==> config.mk <==
export PLATFORM = sky130hd
export DESIGN_NAME = serv_dbg_wb_responder
export DESIGN_NICKNAME = d
export VERILOG_FILES = /design/src/rtl/serv_dbg_pkg.sv /design/src/rtl/serv_dbg_wb_responder.sv
export SDC_FILE = /design/constraint.sdc
export NUM_CORES = 1
export LEC_CHECK = 0
export ABC_CLOCK_PERIOD_IN_PS = 6100
export BUFFER_PORTS_ARGS = -buffer_cell sky130_fd_sc_hd__buf_4
export CAP_MARGIN = 5
export CORE_MARGIN = 3
export CORE_UTILIZATION = 49
export CTS_BUF_LIST = sky130_fd_sc_hd__clkbuf_4 sky130_fd_sc_hd__clkbuf_8
export DETAILED_ROUTE_END_ITERATION = 7
export MAX_ROUTING_LAYER = met4
export PLACE_DENSITY_LB_ADDON = 0.2
export SYNTH_ARGS = -nofsm -noshare
export SYNTH_HDL_FRONTEND = slang
export SYNTH_SLANG_ARGS = --single-unit
==> constraint.sdc <==
create_clock -name clk -period 6.1 [get_ports clk]
set_clock_uncertainty 0.2 [all_clocks]
set_input_delay 1.525 -clock clk [delete_from_list [all_inputs] [get_ports clk]]
set_output_delay 1.525 -clock clk [all_outputs]
set_load 0.1 [all_outputs]
==> src/rtl/serv_dbg_pkg.sv <==
`default_nettype none
// ============================================================================
//  Package     : serv_dbg_pkg
//  Description : Shared definitions for the SERV debug Wishbone responder:
//                halt/resume state encodings, register offsets within the
//                debug window, the ebreak opcode and a byte-merge helper.
//  Revision    : 1.0 - initial release
// ============================================================================
package serv_dbg_pkg;

    // Handshake states; the encoding is visible to firmware through STATUS
    typedef enum logic [1:0] {
        ST_RUN       = 2'd0,
        ST_HALTREQ   = 2'd1,
        ST_HALTED    = 2'd2,
        ST_RESUMEREQ = 2'd3
    } dbg_state_t;

    // Word offsets within the debug window (byte address bits [4:2])
    localparam logic [2:0] c_off_status  = 3'd0;
    localparam logic [2:0] c_off_halted  = 3'd1;
    localparam logic [2:0] c_off_resumed = 3'd2;
    localparam logic [2:0] c_off_data0   = 3'd3;

    // Program buffer words power up holding ebreak so a stray jump into an
    // unloaded buffer drops straight back into the debug handler
    localparam logic [31:0] c_ebreak = 32'h0010_0073;

    // Replace only the byte lanes selected by sel, keep the rest of cur
    function automatic logic [31:0] merge_bytes(
        input logic [31:0] cur,
        input logic [31:0] wdat,
        input logic [3:0]  sel
    );
        logic [31:0] res;
        res = cur;
        for (int b = 0; b < 4; b++) begin
            if (sel[b]) begin
                res[8*b +: 8] = wdat[8*b +: 8];
            end
        end
        return res;
    endfunction

endpackage
`default_nettype wire

==> src/rtl/serv_dbg_wb_responder.sv <==
`default_nettype none
// ============================================================================
//  Module      : serv_dbg_wb_responder
//  Description : Wishbone responder for the SERV debug window. Runs the
//                halt/resume handshake between an external debug host and
//                the core, drives the core debug interrupt and exposes a
//                32-bit mailbox (DATA0) to both sides.
//                Optional macro SERV_DBG_PROGBUF_EN adds a 4-word program
//                buffer at offsets 4-7 with its own host write port.
//  Revision    : 1.0 - initial release
// ============================================================================
module serv_dbg_wb_responder
    import serv_dbg_pkg::*;
#(
    parameter logic [31:0] MBOX_RST = 32'h0
) (
    input  logic        clk,
    input  logic        i_rst,
    // Core data bus (Wishbone, cyc doubles as strobe)
    input  logic [31:0] i_wb_adr,
    input  logic [31:0] i_wb_dat,
    input  logic [3:0]  i_wb_sel,
    input  logic        i_wb_we,
    input  logic        i_wb_cyc,
    output logic [31:0] o_wb_rdt,
    output logic        o_wb_ack,
    // Core debug interrupt
    output logic        o_debug_interrupt,
    // Debug host side
    input  logic        i_host_haltreq,
    input  logic        i_host_resumereq,
    output logic        o_host_halted,
    input  logic        i_host_data_we,
    input  logic [31:0] i_host_data,
`ifdef SERV_DBG_PROGBUF_EN
    input  logic        i_host_pb_we,
    input  logic [1:0]  i_host_pb_adr,
    input  logic [31:0] i_host_pb_dat,
`endif
    output logic [31:0] o_host_data
);

    // ------------------------------------------------------------------
    // Registers
    // ------------------------------------------------------------------
    dbg_state_t  r_state;
    logic        r_debug_interrupt;
    logic        r_host_halted;
    logic        r_wb_ack;
    logic [31:0] r_wb_rdt;
    logic [31:0] r_data0;
`ifdef SERV_DBG_PROGBUF_EN
    logic [31:0] r_progbuf [4];
`endif

    // ------------------------------------------------------------------
    // Bus decode
    // ------------------------------------------------------------------
    logic [2:0]  w_offset;
    logic        w_ack_edge;
    logic        w_core_wr;
    logic        w_wr_halted;
    logic        w_wr_resumed;
    logic        w_wr_data0;
    logic [31:0] w_rd_data;
    dbg_state_t  w_state_nxt;
    logic        w_unused_adr;

    assign w_offset     = i_wb_adr[4:2];
    // The acking edge is the only edge on which a bus access takes effect
    assign w_ack_edge   = i_wb_cyc & ~r_wb_ack;
    assign w_core_wr    = w_ack_edge & i_wb_we;
    assign w_wr_halted  = w_core_wr & (w_offset == c_off_halted);
    assign w_wr_resumed = w_core_wr & (w_offset == c_off_resumed);
    assign w_wr_data0   = w_core_wr & (w_offset == c_off_data0);

    // The SoC decoder has already qualified cyc with the upper address bits
    assign w_unused_adr = ^{i_wb_adr[31:5], i_wb_adr[1:0]};

    // ------------------------------------------------------------------
    // Handshake next state. Core writes take priority: when a core write
    // moves the state, a host pulse on the same edge is discarded.
    // ------------------------------------------------------------------
    // Next-state selection for the halt/resume handshake
    always_comb begin
        w_state_nxt = r_state;
        case (r_state)
            ST_RUN: begin
                if (w_wr_halted) begin
                    // ebreak entry without a host request
                    w_state_nxt = ST_HALTED;
                end else if (i_host_haltreq) begin
                    w_state_nxt = ST_HALTREQ;
                end
            end
            ST_HALTREQ: begin
                if (w_wr_halted) begin
                    w_state_nxt = ST_HALTED;
                end
            end
            ST_HALTED: begin
                if (i_host_resumereq) begin
                    w_state_nxt = ST_RESUMEREQ;
                end
            end
            ST_RESUMEREQ: begin
                if (w_wr_resumed) begin
                    w_state_nxt = ST_RUN;
                end
            end
            default: begin
                w_state_nxt = ST_RUN;
            end
        endcase
    end

    // State register; interrupt and halted flags follow the next state so
    // they switch on the same edge as the state itself
    always_ff @(posedge clk or posedge i_rst) begin
        if (i_rst) begin
            r_state           <= ST_RUN;
            r_debug_interrupt <= 1'b0;
            r_host_halted     <= 1'b0;
        end else begin
            r_state           <= w_state_nxt;
            r_debug_interrupt <= (w_state_nxt == ST_HALTREQ);
            r_host_halted     <= (w_state_nxt == ST_HALTED);
        end
    end

    // ------------------------------------------------------------------
    // Read data multiplexer (pre-edge register values)
    // ------------------------------------------------------------------
    // Select read data for the addressed register
    always_comb begin
        w_rd_data = 32'h0;
        case (w_offset)
            c_off_status: begin
                w_rd_data = {28'h0, r_state,
                             (r_state == ST_RESUMEREQ),
                             (r_state == ST_HALTREQ)};
            end
            c_off_data0: begin
                w_rd_data = r_data0;
            end
`ifdef SERV_DBG_PROGBUF_EN
            3'd4, 3'd5, 3'd6, 3'd7: begin
                w_rd_data = r_progbuf[w_offset[1:0]];
            end
`endif
            default: begin
                // HALTED/RESUMED are write-only; unmapped offsets read zero
                w_rd_data = 32'h0;
            end
        endcase
    end

    // Single-cycle ack; read data is only non-zero while ack is high
    always_ff @(posedge clk or posedge i_rst) begin
        if (i_rst) begin
            r_wb_ack <= 1'b0;
            r_wb_rdt <= 32'h0;
        end else begin
            r_wb_ack <= w_ack_edge;
            if (w_ack_edge && !i_wb_we) begin
                r_wb_rdt <= w_rd_data;
            end else begin
                r_wb_rdt <= 32'h0;
            end
        end
    end

    // ------------------------------------------------------------------
    // Mailbox
    // ------------------------------------------------------------------
    // DATA0 update: the host owns the whole word on a collision
    always_ff @(posedge clk or posedge i_rst) begin
        if (i_rst) begin
            r_data0 <= MBOX_RST;
        end else if (i_host_data_we) begin
            r_data0 <= i_host_data;
        end else if (w_wr_data0) begin
            r_data0 <= merge_bytes(r_data0, i_wb_dat, i_wb_sel);
        end
    end

`ifdef SERV_DBG_PROGBUF_EN
    // Program buffer update: host write wins over a core write to the same word
    always_ff @(posedge clk or posedge i_rst) begin
        if (i_rst) begin
            for (int i = 0; i < 4; i++) begin
                r_progbuf[i] <= c_ebreak;
            end
        end else begin
            for (int i = 0; i < 4; i++) begin
                if (i_host_pb_we && (i_host_pb_adr == i[1:0])) begin
                    r_progbuf[i] <= i_host_pb_dat;
                end else if (w_core_wr && w_offset[2] && (w_offset[1:0] == i[1:0])) begin
                    r_progbuf[i] <= merge_bytes(r_progbuf[i], i_wb_dat, i_wb_sel);
                end
            end
        end
    end
`endif

    // ------------------------------------------------------------------
    // Outputs
    // ------------------------------------------------------------------
    assign o_wb_ack          = r_wb_ack;
    assign o_wb_rdt          = r_wb_rdt;
    assign o_debug_interrupt = r_debug_interrupt;
    assign o_host_halted     = r_host_halted;
    assign o_host_data       = r_data0;

endmodule
`default_nettype wire
==> results of run 1 <==
-- state kept, by name, summed over array words and instances, names as in the netlist --
name               cells
o_debug_interrupt      1
o_host_data           32
o_host_halted          1
o_wb_ack               1
o_wb_rdt              32
r_state                2
-- placed cells by master (no fill, tap or decap) --
cell type	synthesis	final
a21oi_1	38	38
nand4bb_1	1	1
clkinv_2	0	2
or2_2	1	1
a41oi_1	32	32
buf_4	1	147
and2_2	23	23
or4b_4	1	1
or3_1	1	1
and2b_2	1	1
nand3_1	4	4
nand2b_1	2	2
nor2_1	5	5
inv_2	0	1
and2_1	6	6
or3b_2	1	1
nor3_1	1	1
dfrtp_1	69	69
a22oi_1	1	1
clkbuf_8	0	11
and4bb_2	1	1
nand2_1	5	5
nor2b_1	33	33
clkbuf_4	0	1
mux2_2	1	1
nor2_4	1	1
o22ai_1	1	1
bufinv_16	0	2
a211oi_1	1	1
o21ai_0	33	33
-- critical path, stage by stage --
cell and delay, ns:
buf_4 0.11, or4b_4 0.56, nor2_4 0.48, and2_2 0.25
-- report_power, final --
part | switching (mW) | leakage (nW) | internal, mW | total, mW
combinational | 0.241 | 1.09 | 0.0866 | 0.327
sequential | 0.0163 | 0.861 | 0.480 | 0.497
clock | 0.172 | 0.120 | 0.256 | 0.428
-- area by class of cell --
type | instances | area, um^2 | area share, %
Clock buffer | 12 | 159 | 3.62
Inverter | 1 | 3.75 | 0.0854
Timing Repair Buffer | 147 | 1100 | 25.1
Sequential cell | 69 | 1730 | 39.3
Multi-Input combinational cell | 194 | 1240 | 28.2
Tap cell | 75 | 93.8 | 2.13
Clock inverter | 4 | 70.1 | 1.59
-- final timing paths --
| check | depth (start not counted) | to |
|---|---|---|
| worst min-delay path | 1 | o_wb_rdt[19] |
| min in group asynchronous | 3 | o_debug_interrupt |
| worst max register to register | 3 | o_wb_rdt[31] |
| worst max-delay path | 4 | o_wb_rdt[31] |
| max in group asynchronous | 3 | o_host_data[29] |
| worst min register to register | 1 | o_wb_rdt[19] |
-- metal layers --
| metal | GRT usage, % | vias to the layer above | part of all wire, % |
|---|---|---|---|
| li1 | - | 1309 | - |
| met1 | 31.6 | 1346 | 41 |
| met2 | 40.1 | 107 | 50 |
| met3 | 6.82 | 14 | 7.5 |
| met4 | 7.91 | 0 | 1.5 |
| met5 | - | - | 0 |
-- logic make-up (layout without fill, tap and decap cells) --
logic type | Yosys count | count (layout)
flops | 69 | 69
mux | 1 | 1
simple gates | 87 | 87
buf+inv | 28 | 164
compound gates | 106 | 106
==> flow_summary.toml, run 1 <==
[timing]
finalCriticalPeriod_ns = 2.86
slew_violations = 0
fmax_mhz = 350
min_period_over_period_pct = 46.8
worstMarginPinSlew_ns = 0.871
worst_slack_ns = 3.24
setup_viol = 0
fin_tns_setup_ns = 0
whs_ns = 0.304
rsz0062_at_grt = "no"
slew_headroom_pct = 42.0
hold_violations = 0

[clock_network]
cts_max_level = 3
clk_root_buffer_cell = "clkbuf_8"
cts_made_buffers = 9
cts-resized-gates = 0
cts.sinks = 69
clock_latency_ns = 0.35
cts_setup_buffers = 0
clock_path_buffers = 2
hold_buffers = 0
cts_tree = "built"
path_clk_slew_ns = 0.08

[yosys]
ys_ff_latch = 69
synth_seq_area_share_pct = 55.7
synth_cells = 291
synth_nets = 398
async_reset_ff_share_pct = 100
synthMuxAreaShare_pct = 0.363
synth_fa_ha_area_share_pct = 0
synth_area_leaders = "dfrtp_1 56%, a41oi_1 9.0%, nor2b_1 6.7%, a21oi_1 6.1%, and2_2 5.6%"
synth_simple_gate_area_share_pct = 18.4
syn_avg_cell_area_um2 = 10.7
ys_top_cells_by_count = "69 x dfrtp_1, 38 x a21oi_1, 33 x nor2b_1, 33 x o21ai_0, 32 x a41oi_1"
synth.distinct_cells = 29
synth_top_cell_by_area = "dfrtp_1"
yosysMostFrequentCell = "dfrtp_1"
ys.flop_type = "dfrtp_1"
yosysTopAreaCellShare_pct = 55.7
synth_top_family_by_area = "compound AO/OA/AOI/OAI gates"
synth_xor_area_share_pct = 0
synth_compound_area_share_pct = 21.2
synth_area_um2 = 3100
synth_edf_count = 0
synth_warnings = 0

[grt]
grt_antenna_before_repair = 0
grt_usage_pct = 25.2
grt_pass1_vias = 2757
globalRouteOverflowTotal = 0
grt_max_degree = 70
grt_pass1_wl_um = 13900

[floorplanning]
die-height_um = 85.5
core_area_um2 = 6030
die_area_um2 = 7320
die_x_um = 85.5
initial_core_util_pct = 51.4
io_pins = 174
core.rowCount = 28

[run_status]
status = "finished, final reports clean"

[worst_hold_path]
hp-start = "o_host_data[19]"
hold_class = "flip-flop to flip-flop"

[finish]
final_cells = 502
drive_gt1_share_pct = 45.4
antenna_cells = 0
fin_util_pct = 72.9
area_growth_pct = 41.8
final_area_um2 = 4400
fin_nets = 529
n_fill_cell = 482

[placed_design]
port_buffers = 144
dp_slack_ns = 2.91
dpl.hpwl_um = 5770
dp_cells = 486
place_congestion = 0.735
placed_area_um2 = 4170

[detailed_routing]
wl_per_cell_um = 17.4
detail-route-antenna-nets = 0
viasPerCell = 5.53
drt_iter0_markers = 200
vias = 2776
dr.pass1.iters = 4
drcViolationCount = 0
wl_um = 8720

[critical_path]
crit_start = "i_wb_adr[4]"
path_max_fanout = 28
crit_required_ns = 6.18
r2r_setup_slack_ns = 4.08
startpoint_type = "input port"
crit_type = "input port to flip-flop"
cp_data_arrival_time_ns = 2.93
rr_startpoint = "o_wb_ack"
end_kind = "flip-flop"

[power]
total_power_mw = 1.25
p_per_area_nw_per_um2 = 285
p_leak_nw = 2.07
peakVddDrop_mv = 0.178

[job]
drv_cap = 0
Power figures use the tool's default switching activity.
==> run 2: changes to the inputs <==
--- a/config.mk
+++ b/config.mk
@@ -5,11 +5,11 @@
 export SDC_FILE = /design/constraint.sdc
 export NUM_CORES = 1
 export LEC_CHECK = 0
-export ABC_CLOCK_PERIOD_IN_PS = 6100
+export ABC_CLOCK_PERIOD_IN_PS = 2400
 export BUFFER_PORTS_ARGS = -buffer_cell sky130_fd_sc_hd__buf_4
 export CAP_MARGIN = 5
 export CORE_MARGIN = 3
-export CORE_UTILIZATION = 49
+export CORE_UTILIZATION = 41
 export CTS_BUF_LIST = sky130_fd_sc_hd__clkbuf_4 sky130_fd_sc_hd__clkbuf_8
 export DETAILED_ROUTE_END_ITERATION = 7
 export MAX_ROUTING_LAYER = met4
==> constraint.sdc (replaced) <==
create_clock -name clk -period 2.4 [get_ports clk]
set_clock_uncertainty 0.2 [all_clocks]
set_input_delay 0.6 -clock clk [delete_from_list [all_inputs] [get_ports clk]]
set_output_delay 0.6 -clock clk [all_outputs]
set_load 0.1 [all_outputs]
==> run 2 against run 1 <==
  * Non-clock buffer count increased by 4
  * Wire length increased by 2.5%
  * Via count decreased by 1.3%
  * Critical path depth decreased by 3
  * First-iteration DRC count decreased by 38%
  * Largest cell class unchanged
  * Highest routed layer unchanged
==> flow_summary.toml, run 2 (same netlist as run 1, synthesis figures left out) <==
[placed_design]
dp_slack_ns = 0.283
dpl.hpwl_um = 6160
dp_cells = 514
port_buffers = 144
place_congestion = 0.754

[critical_path]
path_max_fanout = 3
slowest_stage = "dfrtp_1"
crit_required_ns = 1.60
cpLargestDelayFamily = "flip-flops"
crit_type = "flip-flop to output pin"
worst_path_largest_cell_delay_ns = 0.40
startpoint_type = "flip-flop"
cp_data_arrival_time_ns = 1.05
crit_path_cell_trace = "buf_4"
end_kind = "output pin"
cp_num_buf_inv = 1

[finish]
fin_util_pct = 60.9
layout_common_cells = "148 x buf_4, 69 x dfrtp_1, 38 x a21oi_1"
area_growth_pct = 43.3
drive_gt1_share_pct = 45.6
final_common_cell = "buf_4"
antenna_cells = 0
final_cells = 527
fin_nets = 533

[power]
p_per_area_nw_per_um2 = 668
switchingPower_mw = 1.07
peakVddDrop_mv = 0.284
power_frac_comb_pct = 28.4
p_leak_nw = 2.06
switching_share_pct = 36.2
power.share.sequential_pct = 42.7
p_clk_share_pct = 29.0
intPower_mw = 1.89

[clock_network]
cts_max_level = 3
clock_path_buffers = 2
cts_made_buffers = 9
cts-resized-gates = 0
clk_root_buffer_cell = "clkbuf_8"
clock_latency_ns = 0.34
cts_tree = "built"
cts.sinks = 69
path_clk_slew_ns = 0.08
cts_setup_buffers = 0
hold_buffers = 0

[timing]
worst_slack_ns = 0.546
finalCriticalPeriod_ns = 1.85
fmax_mhz = 539
rsz0062_at_grt = "no"
min_period_over_period_pct = 77.2
slew_violations = 0
slew_headroom_pct = 63.2
fin_tns_setup_ns = 0
setup_viol = 0
hold_violations = 0
worstMarginPinSlew_ns = 0.552

[grt]
grt_pass1_vias = 2711
grt_antenna_before_repair = 0
grt_max_degree = 70
globalRouteOverflowTotal = 0
grt_pass1_wl_um = 13900
grt_usage_pct = 21.4

[detailed_routing]
drcViolationCount = 0
drt_iter0_markers = 125
wl_per_cell_um = 16.9
viasPerCell = 5.20
vias = 2740
detail-route-antenna-nets = 0
wl_um = 8930
dr.pass1.iters = 4

[floorplanning]
core.rowCount = 31
core_area_um2 = 7290
die_area_um2 = 8640
initial_core_util_pct = 42.5
die-height_um = 92.9
io_pins = 174
die_x_um = 92.9

[worst_hold_path]
hold_class = "input port to asynchronous set/reset pin"

[run_status]
status = "finished, final reports clean"

[job]
drv_cap = 0
run 2: cell count changes in the layout (fill, tap and decap cells not counted), sizes merged:
cell,previous run,this run
bufinv,2,0
clkinv,2,0
inv,1,0
buf,147,151
clkinvlp,0,2
run 2: tightest hold or removal path: cells and delay by family:
family,cells,cell delay (ns)
buf+inv,3,0.49
run 2: layout make-up:
| cell class | count | area (um^2) |
|---|---|---|
| repair buffers | 151 | 1170 |
| inverters | 1 | 7.51 |
| clock inverters | 1 | 7.51 |
| fillers | 650 | 2850 |
| multi-input cells | 194 | 1240 |
| flip-flops and latches | 69 | 1730 |
| well taps | 99 | 124 |
| clock buffers | 12 | 165 |
run 2: stage by stage:
stage	power, mW	area (um^2)	hold WS, ns
after CTS	2.98	4440	0.176
final	2.96	4440	0.147
after floorplan	1.87	3100	0.340
after detailed placement	2.13	4270	0.298
after global routing	3.10	4440	0.184
after global placement	2.12	4270	0.293
run 2: worst paths after layout:
kind,from,to,slack [ns],depth (start not counted)
worst max-delay path,o_host_data[3],o_host_data[3],0.55,1
worst min-delay path,i_rst,o_wb_rdt[25],0.15,3
worst max register to register,o_wb_ack,o_wb_rdt[6],0.58,4
worst min register to register,o_host_data[22],o_wb_rdt[22],0.31,1
max in group asynchronous,i_rst,o_host_halted,1.52,3
min in group clk,i_host_data[0],o_host_data[0],0.31,3
run 2: layer usage:
| layer | share of wire [%] | global-route usage, % | vias to the layer above |
|---|---|---|---|
| met1 | 43 | 27.7 | 1321 |
| met4 | 1.4 | 7.69 | 0 |
| li1 | - | - | 1306 |
| met3 | 6.0 | 4.31 | 10 |
| met2 | 50 | 33.7 | 103 |
| met5 | 0 | - | - |
run 2: power by group through the flow:
stage	Clock [mW]	Combinational (mW)	Sequential, mW
final	0.858	0.842	1.26
after global placement	0	0.839	1.28
after detailed placement	0	0.844	1.29
after global routing	0.940	0.884	1.27
after floorplan	0	0.166	1.70
after CTS	0.874	0.845	1.27
